<file path="src/rtl/lsu_pkg.sv">
// lsu_pkg: access-size encodings, FSM states and request legality checks shared by the LSU.
package lsu_pkg;
   localparam logic [2:0] F3_B  = 3'b000;
   localparam logic [2:0] F3_H  = 3'b001;
   localparam logic [2:0] F3_W  = 3'b010;
   localparam logic [2:0] F3_BU = 3'b100;
   localparam logic [2:0] F3_HU = 3'b101;

   typedef enum logic [1:0] {S_IDLE, S_ACCESS, S_WRITE, S_RESP} state_e;

   function automatic logic misaligned(input logic [2:0] funct3, input logic [1:0] addr);
      return ((funct3 == F3_H || funct3 == F3_HU) && addr[0]) || (funct3 == F3_W && addr != 2'b00);
   endfunction

   // Unsigned variants only make sense for loads.
   function automatic logic illegal(input logic we, input logic [2:0] funct3);
      return funct3 == 3'b011 || funct3[2:1] == 2'b11 || (we && funct3[2]);
   endfunction
endpackage

</file>
<file path="src/rtl/lsu_align.sv">
// lsu_align: lane extraction with sign/zero extension for loads and lane merge for sub-word stores.
module lsu_align
   import lsu_pkg::*;
(
   input  logic [31:0] rbuf_i,
   input  logic [31:0] wdata_i,
   input  logic [2:0]  funct3_i,
   input  logic [1:0]  addr_i,
   output logic [31:0] rdata_o,
   output logic [31:0] wd_o
);
   logic [31:0] byte_w, half_w, mask, wshift;
   always_comb begin
      byte_w  = rbuf_i >> {addr_i, 3'b000};
      half_w  = rbuf_i >> {addr_i[1], 4'b0000};
      rdata_o = funct3_i == F3_B  ? {{24{byte_w[7]}}, byte_w[7:0]} :
                funct3_i == F3_H  ? {{16{half_w[15]}}, half_w[15:0]} :
                funct3_i == F3_W  ? rbuf_i :
                funct3_i == F3_BU ? {24'd0, byte_w[7:0]} :
                funct3_i == F3_HU ? {16'd0, half_w[15:0]} : '0;
      mask    = funct3_i == F3_B ? 32'h0000_00ff << {addr_i, 3'b000} :
                funct3_i == F3_H ? 32'h0000_ffff << {addr_i[1], 4'b0000} : 32'hffff_ffff;
      wshift  = funct3_i == F3_B ? wdata_i << {addr_i, 3'b000} :
                funct3_i == F3_H ? wdata_i << {addr_i[1], 4'b0000} : wdata_i;
      wd_o    = (rbuf_i & ~mask) | (wshift & mask);
   end
endmodule

</file>
<file path="src/rtl/load_store_unit.sv">
// load_store_unit: turns one CPU load/store into cycles on a single-port word memory,
// using read-modify-write for sub-word stores.
module load_store_unit
   import lsu_pkg::*;
#(
   parameter int ADDR_W = 32,
   parameter int DATA_W = 32
) (
   input  logic              clk,
   input  logic              rst,
   input  logic              req_valid,
   output logic              req_ready,
   input  logic              req_we,
   input  logic [2:0]        req_funct3,
   input  logic [ADDR_W-1:0] req_addr,
   input  logic [DATA_W-1:0] req_wdata,
   output logic              resp_valid,
   output logic [DATA_W-1:0] resp_rdata,
   output logic              resp_err,
   output logic [ADDR_W-1:0] mem_A,
   output logic [DATA_W-1:0] mem_WD,
   output logic              mem_We,
   input  logic [DATA_W-1:0] mem_RD
);
   state_e            state_q, state_d;
   logic              we_q, we_d, err_q, err_d, req_err;
   logic [2:0]        f3_q, f3_d;
   logic [ADDR_W-1:0] addr_q, addr_d;
   logic [DATA_W-1:0] wdata_q, wdata_d, rbuf_q, rbuf_d, rdata, wd;

   lsu_align u_align (
      .rbuf_i  (rbuf_q),
      .wdata_i (wdata_q),
      .funct3_i(f3_q),
      .addr_i  (addr_q[1:0]),
      .rdata_o (rdata),
      .wd_o    (wd)
   );

   assign req_err = misaligned(req_funct3, req_addr[1:0]) || illegal(req_we, req_funct3);

   always_ff @(posedge clk) begin
      if (rst) begin
         state_q <= S_IDLE;
         we_q    <= 1'b0;
         err_q   <= 1'b0;
         f3_q    <= '0;
         addr_q  <= '0;
         wdata_q <= '0;
         rbuf_q  <= '0;
      end else begin
         state_q <= state_d;
         we_q    <= we_d;
         err_q   <= err_d;
         f3_q    <= f3_d;
         addr_q  <= addr_d;
         wdata_q <= wdata_d;
         rbuf_q  <= rbuf_d;
      end
   end

   always_comb begin
      state_d = state_q;
      we_d    = we_q;
      err_d   = err_q;
      f3_d    = f3_q;
      addr_d  = addr_q;
      wdata_d = wdata_q;
      rbuf_d  = rbuf_q;
      unique case (state_q)
         S_IDLE: if (req_valid) begin
            we_d    = req_we;
            err_d   = req_err;
            f3_d    = req_funct3;
            addr_d  = req_addr;
            wdata_d = req_wdata;
            state_d = req_err ? S_RESP : S_ACCESS;
         end
         S_ACCESS: begin
            rbuf_d  = mem_RD;
            state_d = we_q ? S_WRITE : S_RESP;
         end
         S_WRITE: state_d = S_RESP;
         S_RESP:  state_d = S_IDLE;
      endcase
   end

   // Write is gated by rst so a reset landing in WRITE never corrupts memory.
   always_comb begin
      req_ready  = state_q == S_IDLE;
      mem_A      = state_q == S_IDLE ? '0 : {addr_q[ADDR_W-1:2], 2'b00};
      mem_We     = state_q == S_WRITE && !rst;
      mem_WD     = state_q == S_WRITE ? wd : '0;
      resp_valid = state_q == S_RESP;
      resp_err   = resp_valid && err_q;
      resp_rdata = resp_valid && !err_q && !we_q ? rdata : '0;
   end
endmodule

</file>
<file path="config.mk">
export PLATFORM = sky130hd
export DESIGN_NAME = load_store_unit
export DESIGN_NICKNAME = d
export VERILOG_FILES = /design/src/rtl/lsu_pkg.sv /design/src/rtl/lsu_align.sv /design/src/rtl/load_store_unit.sv
export SDC_FILE = /design/constraint.sdc
export NUM_CORES = 1
export LEC_CHECK = 0
export ABC_CLOCK_PERIOD_IN_PS = 1900
export CORE_UTILIZATION = 46
export DETAILED_ROUTE_END_ITERATION = 6
export GPL_TIMING_DRIVEN = 0
export PLACE_DENSITY = 0.83
export SKIP_CTS_REPAIR_TIMING = 1
export SKIP_LAST_GASP = 1
export SYNTH_ARGS = -nofsm -noshare
export SYNTH_HDL_FRONTEND = slang
export SYNTH_SLANG_ARGS = --single-unit
</file>
<file path="constraint.sdc">
create_clock -name clk -period 1.9 [get_ports clk]
set_clock_uncertainty 0.05 [all_clocks]
set_input_delay 0.19 -clock clk [delete_from_list [all_inputs] [get_ports clk]]
set_output_delay 0.19 -clock clk [all_outputs]
set_load 0.03 [all_outputs]
</file>
Word level (Yosys, flattened, before mapping)

Cells that the tools add are included.

Register bits: 103
Input bits: 103
Output and inout bits: 100
Word-level logic and storage cells: 65

Equality and inequality tests: 13
Shifts and indexed selects: 6
Mux-type cells: 16
Bitwise logic cells: 4
Reduce and logical (&&, ||, !) cells: 19

Operators by type and width:

| kind                                               | count |
|---|---|
| two-way mux 32 bit                                 | 11 |
| AND 32 bit                                         | 2 |
| left shift 32 x 5 -> 32 bit                        | 2 |
| inverter 32 bit                                    | 1 |
| bitwise OR 32 bit                                  | 1 |
| left shift 16 x 5 -> 32 bit (first input constant) | 1 |
| left shift 8 x 5 -> 32 bit (first input constant)  | 1 |
| >> shifter 32 x 5 -> 16 bit                        | 1 |
| >> shifter 32 x 5 -> 8 bit                         | 1 |
| two-way mux 16 bit                                 | 1 |
| == test 3 x 2 -> 1 bit (second input constant)     | 3 |
| == test 3 bit (second input constant)              | 3 |
| one-hot mux 2 bit (4 select lines)                 | 1 |
| logical AND 1 bit                                  | 7 |
| == test 2 bit (second input constant)              | 3 |
| == test 3 x 1 -> 1 bit (second input constant)     | 2 |
| logical OR 1 bit                                   | 5 |
| two-way mux 2 bit                                  | 2 |
| logical NOT 1 bit                                  | 3 |
| logical NOT 3 bit                                  | 1 |
| == test 2 x 1 -> 1 bit (second input constant)     | 1 |
| logical NOT 2 bit                                  | 1 |
| inequality test 2 bit (second input constant)      | 1 |
| AND reduction 2 bit                                | 1 |
| 2 further kinds                                    | 2 |

Longest topological paths before layout

Gate-level depths: netlist of run 1.

Depth after elaboration: 8
Mapped depth: 9
Mapped depth without buffers: 6

Cells and area by module

From an unflattened synthesis of run 1, not the netlist that was laid out.

Cell total of the unflattened synthesis: 812
Area total of the unflattened synthesis: 6257.3 um^2

Modules (own cells, without submodules):

| module          | instances | cells an instance | area an instance (um^2) | seq. area each (um^2) |
|---|---|---|---|---|
| load_store_unit | 1         | 532               | 4369.2                  | 2062.0 |
| lsu_align       | 1         | 280               | 1888.1                  | 0.0 |

Worst setup path before layout of run 1

No wires, ideal clock.

Kind: register to output
Start point: reg state_q[0]
End point: out resp_rdata[21]
Arrival: 2.048 ns
Data required time: 1.660 ns
Slack: -0.388 ns
Cell stages (with the launch flop): 7
Buffers on the path: 1
Cells stage by stage: dfxtp_1 > ha_1 > or3b_2 > nor2_1 > o21ai_2 > buf_2 > nor2_1

Word-level cells in the longest chain between the ends: 4

RTL lines:

| element                         | line                  | source |
|---|---|---|
| from (decl)                     | load_store_unit.sv:25 | `state_e state_q, state_d;` |
| from (signal assigned)          | load_store_unit.sv:52 | `state_q <= state_d;` |
| == test 2 bit                   | load_store_unit.sv:94 | `resp_valid = state_q == S_RESP;` |
| named net resp_valid            | load_store_unit.sv:17 | `output logic resp_valid,` |
| logical AND 1 bit (2 in series) | load_store_unit.sv:96 | `resp_rdata = resp_valid && !err_q && !we_q ? rdata : '0;` |
| two-way mux 32 bit              | load_store_unit.sv:96 |  |
| to (decl)                       | load_store_unit.sv:18 | `output logic [DATA_W-1:0] resp_rdata,` |

The timed path passes the listed nets, and every way through them passes these cells.

Worst setup path in the final report of run 1

Start point: reg addr_q[1]
End point: out resp_rdata[24]

Word-level cells in the longest chain between the ends: 4
Elaborated cells on any way between the ends: 5
Classes of those cells: shift (2); mux (3)

RTL lines:

| element                     | line                  | source |
|---|---|---|
| from (decl)                 | load_store_unit.sv:28 | `logic [ADDR_W-1:0] addr_q, addr_d;` |
| from (signal assigned)      | load_store_unit.sv:56 | `addr_q <= addr_d;` |
| >> shifter 32 x 5 -> 16 bit | lsu_align.sv:15       | `half_w = rbuf_i >> {addr_i[1], 4'b0000};` |
| two-way mux 32 bit          | lsu_align.sv:17       | `funct3_i == F3_H ? {{16{half_w[15]}}, half_w[15:0]} :` |
| two-way mux 32 bit (*)      | lsu_align.sv:16       | `rdata_o = funct3_i == F3_B ? {{24{byte_w[7]}}, byte_w[7:0]} :` |
| two-way mux 32 bit (*)      | load_store_unit.sv:96 |  |

Mark *: on every way between the ends. The rest lies on a longest branch, timed or not.

==> results of run 1 <==
logic make-up after synthesis:
group | count (synthesis) | share of synthesized area (%)
fa+ha+maj | 4 | 0.860
compound gates | 202 | 20.5
simple gates | 322 | 24.4
flops | 103 | 35.4
other cells | 1 | 0.0644
mux | 75 | 13.3
buf+inv | 73 | 5.50
report_power, final:
group / leakage, nW / internal, mW / switching (mW)
clock network: 0.140 / 0.911 / 0.882
registers: 0.846 / 2.61 / 0.633
logic: 2.67 / 2.69 / 3.67
total: 3.66 / 6.22 / 5.18
registers in the layout (all words and copies together) (netlist names):
| name | flops |
|---|---|
| addr_q | 32 |
| err_q | 1 |
| f3_q | 3 |
| rbuf_q | 32 |
| state_q | 2 |
| wdata_q | 32 |
| we_q | 1 |
routing by layer:
layer  up-vias  track usage, %  wire length (µm)
met1      3291            40.0              9360
met4         0            9.70              1290
met2       465            50.3             11600
met3       134            7.78              2670
met5         -               0                 0
li1       3154               -                 -
final cells by class:
type	count	share of cell area (%)
plain buffers	59	4.54
multi-input cells	606	44.1
inverters	9	0.484
clock inverters	6	0.549
repair buffers	237	24.1
clock buffers	10	2.39
flip-flops and latches	103	21.7
well taps	168	2.20
path summary, 6_finish.rpt:
kind | slack, ns | depth (start not counted) | endpoint | from
max reg2reg | 0.01 | 7 | state_q[0] | state_q[0]
max | -0.57 | 7 | resp_rdata[24] | addr_q[1]
min | 0.32 | 3 | wdata_q[17] | req_wdata[17]
min reg2reg | 0.40 | 2 | addr_q[22] | addr_q[22]
synth_stat cells, types with 2 or more instances:
| master | count |
|---|---|
| o21ai_0 | 52 |
| ha_1 | 4 |
| buf_4 | 5 |
| o211ai_1 | 2 |
| inv_1 | 8 |
| nor3_1 | 7 |
| buf_1 | 4 |
| and3_1 | 7 |
| dfxtp_1 | 103 |
| a21oi_1 | 109 |
| mux2_2 | 8 |
| nand2_1 | 162 |
| nor2_1 | 78 |
| nor3_2 | 2 |
| clkbuf_1 | 38 |
| a2bb2oi_1 | 6 |
| nor2b_1 | 50 |
| and2_1 | 3 |
| nand2b_1 | 7 |
| a222oi_1 | 8 |
| buf_2 | 15 |
| o22a_1 | 8 |
| mux2i_1 | 66 |
| a32o_1 | 8 |
worst max-delay path, cell delays in order, from the launching register on:
cell and delay (ns):
dfxtp_2 0.36, buf_8 0.15, mux2i_1 0.37, mux2i_4 0.15
o21ai_4 0.40, clkbuf_16 0.26, nor2_4 0.05, buf_6 0.13
layout by cell type (no fill, tap or decap), types with 13 or more instances in the layout:
| cell | synthesis | routed |
|---|---|---|
| dfxtp_1 | 103 | 97 |
| clkbuf_1 | 38 | 13 |
| clkbuf_2 | 1 | 20 |
| nor2_1 | 78 | 50 |
| mux2i_1 | 66 | 54 |
| a21oi_1 | 109 | 86 |
| a21oi_4 | 0 | 14 |
| buf_6 | 1 | 63 |
| clkdlybuf4s50_1 | 0 | 102 |
| nor2_4 | 0 | 16 |
| o21ai_0 | 52 | 40 |
| nand2_1 | 162 | 162 |
| nor2b_1 | 50 | 37 |
| buf_2 | 15 | 14 |
| buf_4 | 5 | 64 |
==> flow_summary.ini, run 1 <==
[run_status]
status = finished with violations
violations = design-rule violations, negative setup slack

[timing]
slew_violations = 0
worst_slack_ns = -0.574
period_needed_ns = 2.47
fin_crit_sh_pct = 130
final-hold-violation-count = 0
setup_tns_ns = -27.94
max_freq_mhz = 404
relSlewSlack_pct = 51.3
whs_ns = 0.321
rsz0062_at_grt = yes
setup_viol = 66
tightestPinTransition_ns = 0.730

[power]
peakVddDrop_mv = 0.592
p_leak_nw = 3.66
power_mw = 11.4
power_density_mw_per_mm2 = 1190

[synth]
netlist.area_leader.share_pct = 35.4
synth_cells = 780
synth_ff_type = dfxtp_1
synthTopCellsByArea = dfxtp_1 (35%), mux2i_1 (11%), nand2_1 (10%)
yosysWarnings = 0
ys_seq_area_share_pct = 35.4
netlist_area_mm2 = 0.00582
synth_top_cell_by_area = dfxtp_1
ys_ff_latch = 103
syn_area_per_cell_um2 = 7.47
synthArstFlopShare_pct = 0
synth_edf_count = 0
synth.distinct_cells = 44

[clocking]
cts-root-buf = clkbuf_16
cts_buffer_depth = 2
path_clk_slew_ns = 0.08
tritoncts = built
insertion_delay_ns = 0.36
htreeDepth = 3
clock-sinks = 103
cts_buffers = 9

[die]
core.rowCount = 40
fp.dieH_um = 115
core_area_mm2 = 0.0122
die_w_um = 115
dieArea_mm2 = 0.0131
start_util_pct = 47.9
ioPinCount = 203

[route]
vias = 7044
drtIter0Drc = 758
viasPerCell = 5.88
drcViolationCount = 4
ant_nets = 0
drtPass1Iterations = 7
drt_wl_total_um = 24900
wl_per_cell_um = 20.8

[final_layout]
final_area_mm2 = 0.00957
final_cells = 1198
multiInputGateArea_mm2 = 0.00422
synthToLayoutAreaGrowth_pct = 64.3
nNetsFinal = 1132
finish.utilization_pct = 78.7
drive_above_1_share_pct = 33.0
diodes = 0
seq_area_mm2 = 0.00208
fill_cells = 824

[grt]
grt_start_max_net_pins = 19
grtUsageTotal_pct = 30.9
grt_overflow = 0
antenna_found_initial = 0
grt_pass1_vias = 5810
grt_pass1_wl_um = 30900

[placement]
port_buffers = 199
preCtsSetupSlack_ns = -0.795
place_congestion = 0.953
dpl.cell_count = 1148
place_area_mm2 = 0.00826
dp_hpwl_um = 15700

[worst_setup_path]
required_ns = 1.66
crit_path_end_kind = output pin
cp_max_fo = 8
critPathKind = flip-flop to output pin
cp.arrival_ns = 2.23
cp-start-kind = flip-flop

[flow_run]
cap_violations = 0

[worst_hold_path]
hp-class = input pin to flip-flop
No activity file was read; power rests on OpenSTA's default activity.
==> inputs of run 2 (changes only) <==
--- a/config.mk
+++ b/config.mk
@@ -10,8 +10,10 @@
 export DETAILED_ROUTE_END_ITERATION = 6
 export GPL_TIMING_DRIVEN = 0
 export PLACE_DENSITY = 0.83
+export RECOVER_POWER = 25
 export SKIP_CTS_REPAIR_TIMING = 1
 export SKIP_LAST_GASP = 1
+export SLEW_MARGIN = 20
 export SYNTH_ARGS = -nofsm -noshare
 export SYNTH_HDL_FRONTEND = slang
 export SYNTH_SLANG_ARGS = --single-unit
==> results of run 2 <==
No change in the layout: final DEF, timing and power equal those of run 1.
==> RTL edit (flow settings as in run 2) <==
Put a register stage on the output `resp_err`, with the module's reset. The value now appears one clock later. The other outputs are not delayed to match.
--- a/src/rtl/load_store_unit.sv
+++ b/src/rtl/load_store_unit.sv
@@ -22,6 +22,8 @@
    output logic              mem_We,
    input  logic [DATA_W-1:0] mem_RD
 );
+
+   logic resp_err_d;
    state_e            state_q, state_d;
    logic              we_q, we_d, err_q, err_d, req_err;
    logic [2:0]        f3_q, f3_d;
@@ -92,8 +94,16 @@
       mem_We     = state_q == S_WRITE && !rst;
       mem_WD     = state_q == S_WRITE ? wd : '0;
       resp_valid = state_q == S_RESP;
-      resp_err   = resp_valid && err_q;
+      resp_err_d = resp_valid && err_q;
       resp_rdata = resp_valid && !err_q && !we_q ? rdata : '0;
    end
+   always_ff @(posedge clk) begin
+      if (rst) begin
+         resp_err <= '0;
+      end else begin
+         resp_err <= resp_err_d;
+      end
+   end
+
 endmodule
 
Behaviour: not the same (a bounded check fails within 4 cycles, from zero or initial values and one cycle with rst high).
==> RTL edit against run 2 <==
The flow still finishes with violations (DRC, setup timing). Hold slack got worse by 0.0026 ns. Sequential cell count rose by 1. Power fell by 0.62%. Critical path depth did not move. Worst setup slack improved by 0.063 ns. Wire length fell by 2.5%. Sequential share of layout area rose by 0.56 points. Design area fell by 1.5%. Sequential power barely moved. Area after synthesis rose by 0.37%. Critical endpoint is now resp_rdata[17]. Highest routed layer unchanged.
==> RTL edit: results (changes against run 2) <==
| Metric | Value |
|---|---|
| Global-route wire length before repair | `31,900 µm (+3.2%)` |
| H-Tree Depth | `3 (unchanged)` |
| Crit path max-delay cell type | `o31a_1` |
| Worst Min Path Start | `req_addr[14]` |
| Detailed-routed wire length on met3 | `2610 µm (-2.3%)` |
| Met3 usage | `0.0831 (+0.00529)` |
| FF-to-FF Start | `state_q[1]` |
| DRC viols | `5 (+1)` |
| Post-DP HPWL | `15,800 µm (+0.40%)` |
| Worst Path Max Fanout | `7 (-1)` |
| Post-synthesis mux area share | `0.132 (-0.000483)` |
| Largest net degree at the start of global routing | `20 (+1)` |
| Routed wl met2 | `11,100 µm (-4.2%)` |
| Post-synthesis compound-gate area fraction | `0.204 (-0.000746)` |
| Hold slack | `0.318 ns (-0.00264 ns)` |
| Vias post-DR | `6,915 (-1.8%)` |
| Nets | `1,126 (-0.53%)` |
| Share of cells above drive strength 1 | `0.329 (-0.000996)` |
| Initial antenna violation count | `0 (unchanged)` |
| GRT Util Overall | `0.318 (+0.00899)` |
| Status | `finished with violations` |
| Length in cells of the worst reg-to-reg path | `5 (-2)` |
| Routability cong. | `0.954 (about the same)` |
| Placement Setup Slack | `-0.786 ns (+0.00891 ns)` |
| Final setup viols | `99 (+50%)` |
| Leak | `3.58 nW (-2.1%)` |
| Arrival time at the worst endpoint | `2.17 ns (-0.06 ns)` |
| Hold Crit Endpoint | `addr_q[14]` |
| Synth area leaders | `dfxtp_1, mux2i_1, nand2_1` |
| Sequential-to-total area share from yosys stat | `0.356 (+0.00214)` |
| Final WL | `24,300 µm (-2.5%)` |
| HP Class | `in -> reg` |
| Met2 Use GR | `0.504 (+0.00162)` |
| Cells after DPL | `1,150 (+0.17%)` |
| M1 GR Usage | `0.407 (+0.00755)` |
| Worst setup margin | `-0.511 ns (+0.0632 ns)` |
| Reg2reg end | `rbuf_q[10]` |
| Maximum vdd drop | `0.742 mV (+25%)` |
| Combinational share of power | `0.547 (-0.011)` |
| Synth top cells by count | `nand2_1, a21oi_1, dfxtp_1, nor2_1, mux2i_1` |
| Clk pwr share | `0.166 (+0.009)` |
| Failing checks | `DRC, setup timing` |
| Drt wl/cell | `20.4 µm (-2.0%)` |
| Vias in the first global route | `6,183 (+6.4%)` |
| Mean post-synth cell area | `7.47 µm² (+0.11%)` |
| R2R setup slack | `-0.09 ns (-0.10 ns)` |
==> RTL edit: cell type report <==
type                    instances  area [µm²]
multi-input cells             607        4150
fillers                       929        2780
repair buffers                229        2190
flip-flops and latches        104        2100
plain buffers                  59         440
clock buffers                  10         239
well taps                     168         210
clock inverters                 6        63.8
inverters                       9        43.8
==> RTL edit: stage by stage <==
| stage | instance area [µm²] | total power, mW | TNS [ns] |
|---|---|---|---|
| finish | 9430 | 11.3 | -25.67 |
| global route | 9430 | 11.8 | -34.53 |
| CTS | 8590 | 9.90 | -105.16 |
| detailed placement | 8290 | 8.04 | -65.87 |
| global placement | 8290 | 7.95 | -63.60 |
| floorplan | 6080 | 6.36 | -0.563 |
==> RTL edit: cells by family (layout without fill, tap and decap cells) <==
logic type / count (synthesis) / in the layout
AND/OR/NAND/NOR: 323 / 323
multiplexers: 75 / 75
flip-flops: 104 / 104
buffers and inverters: 73 / 313
AO/OA/AOI/OAI: 202 / 203
adder cells (fa/ha/maj): 4 / 4
other: 1 / 2
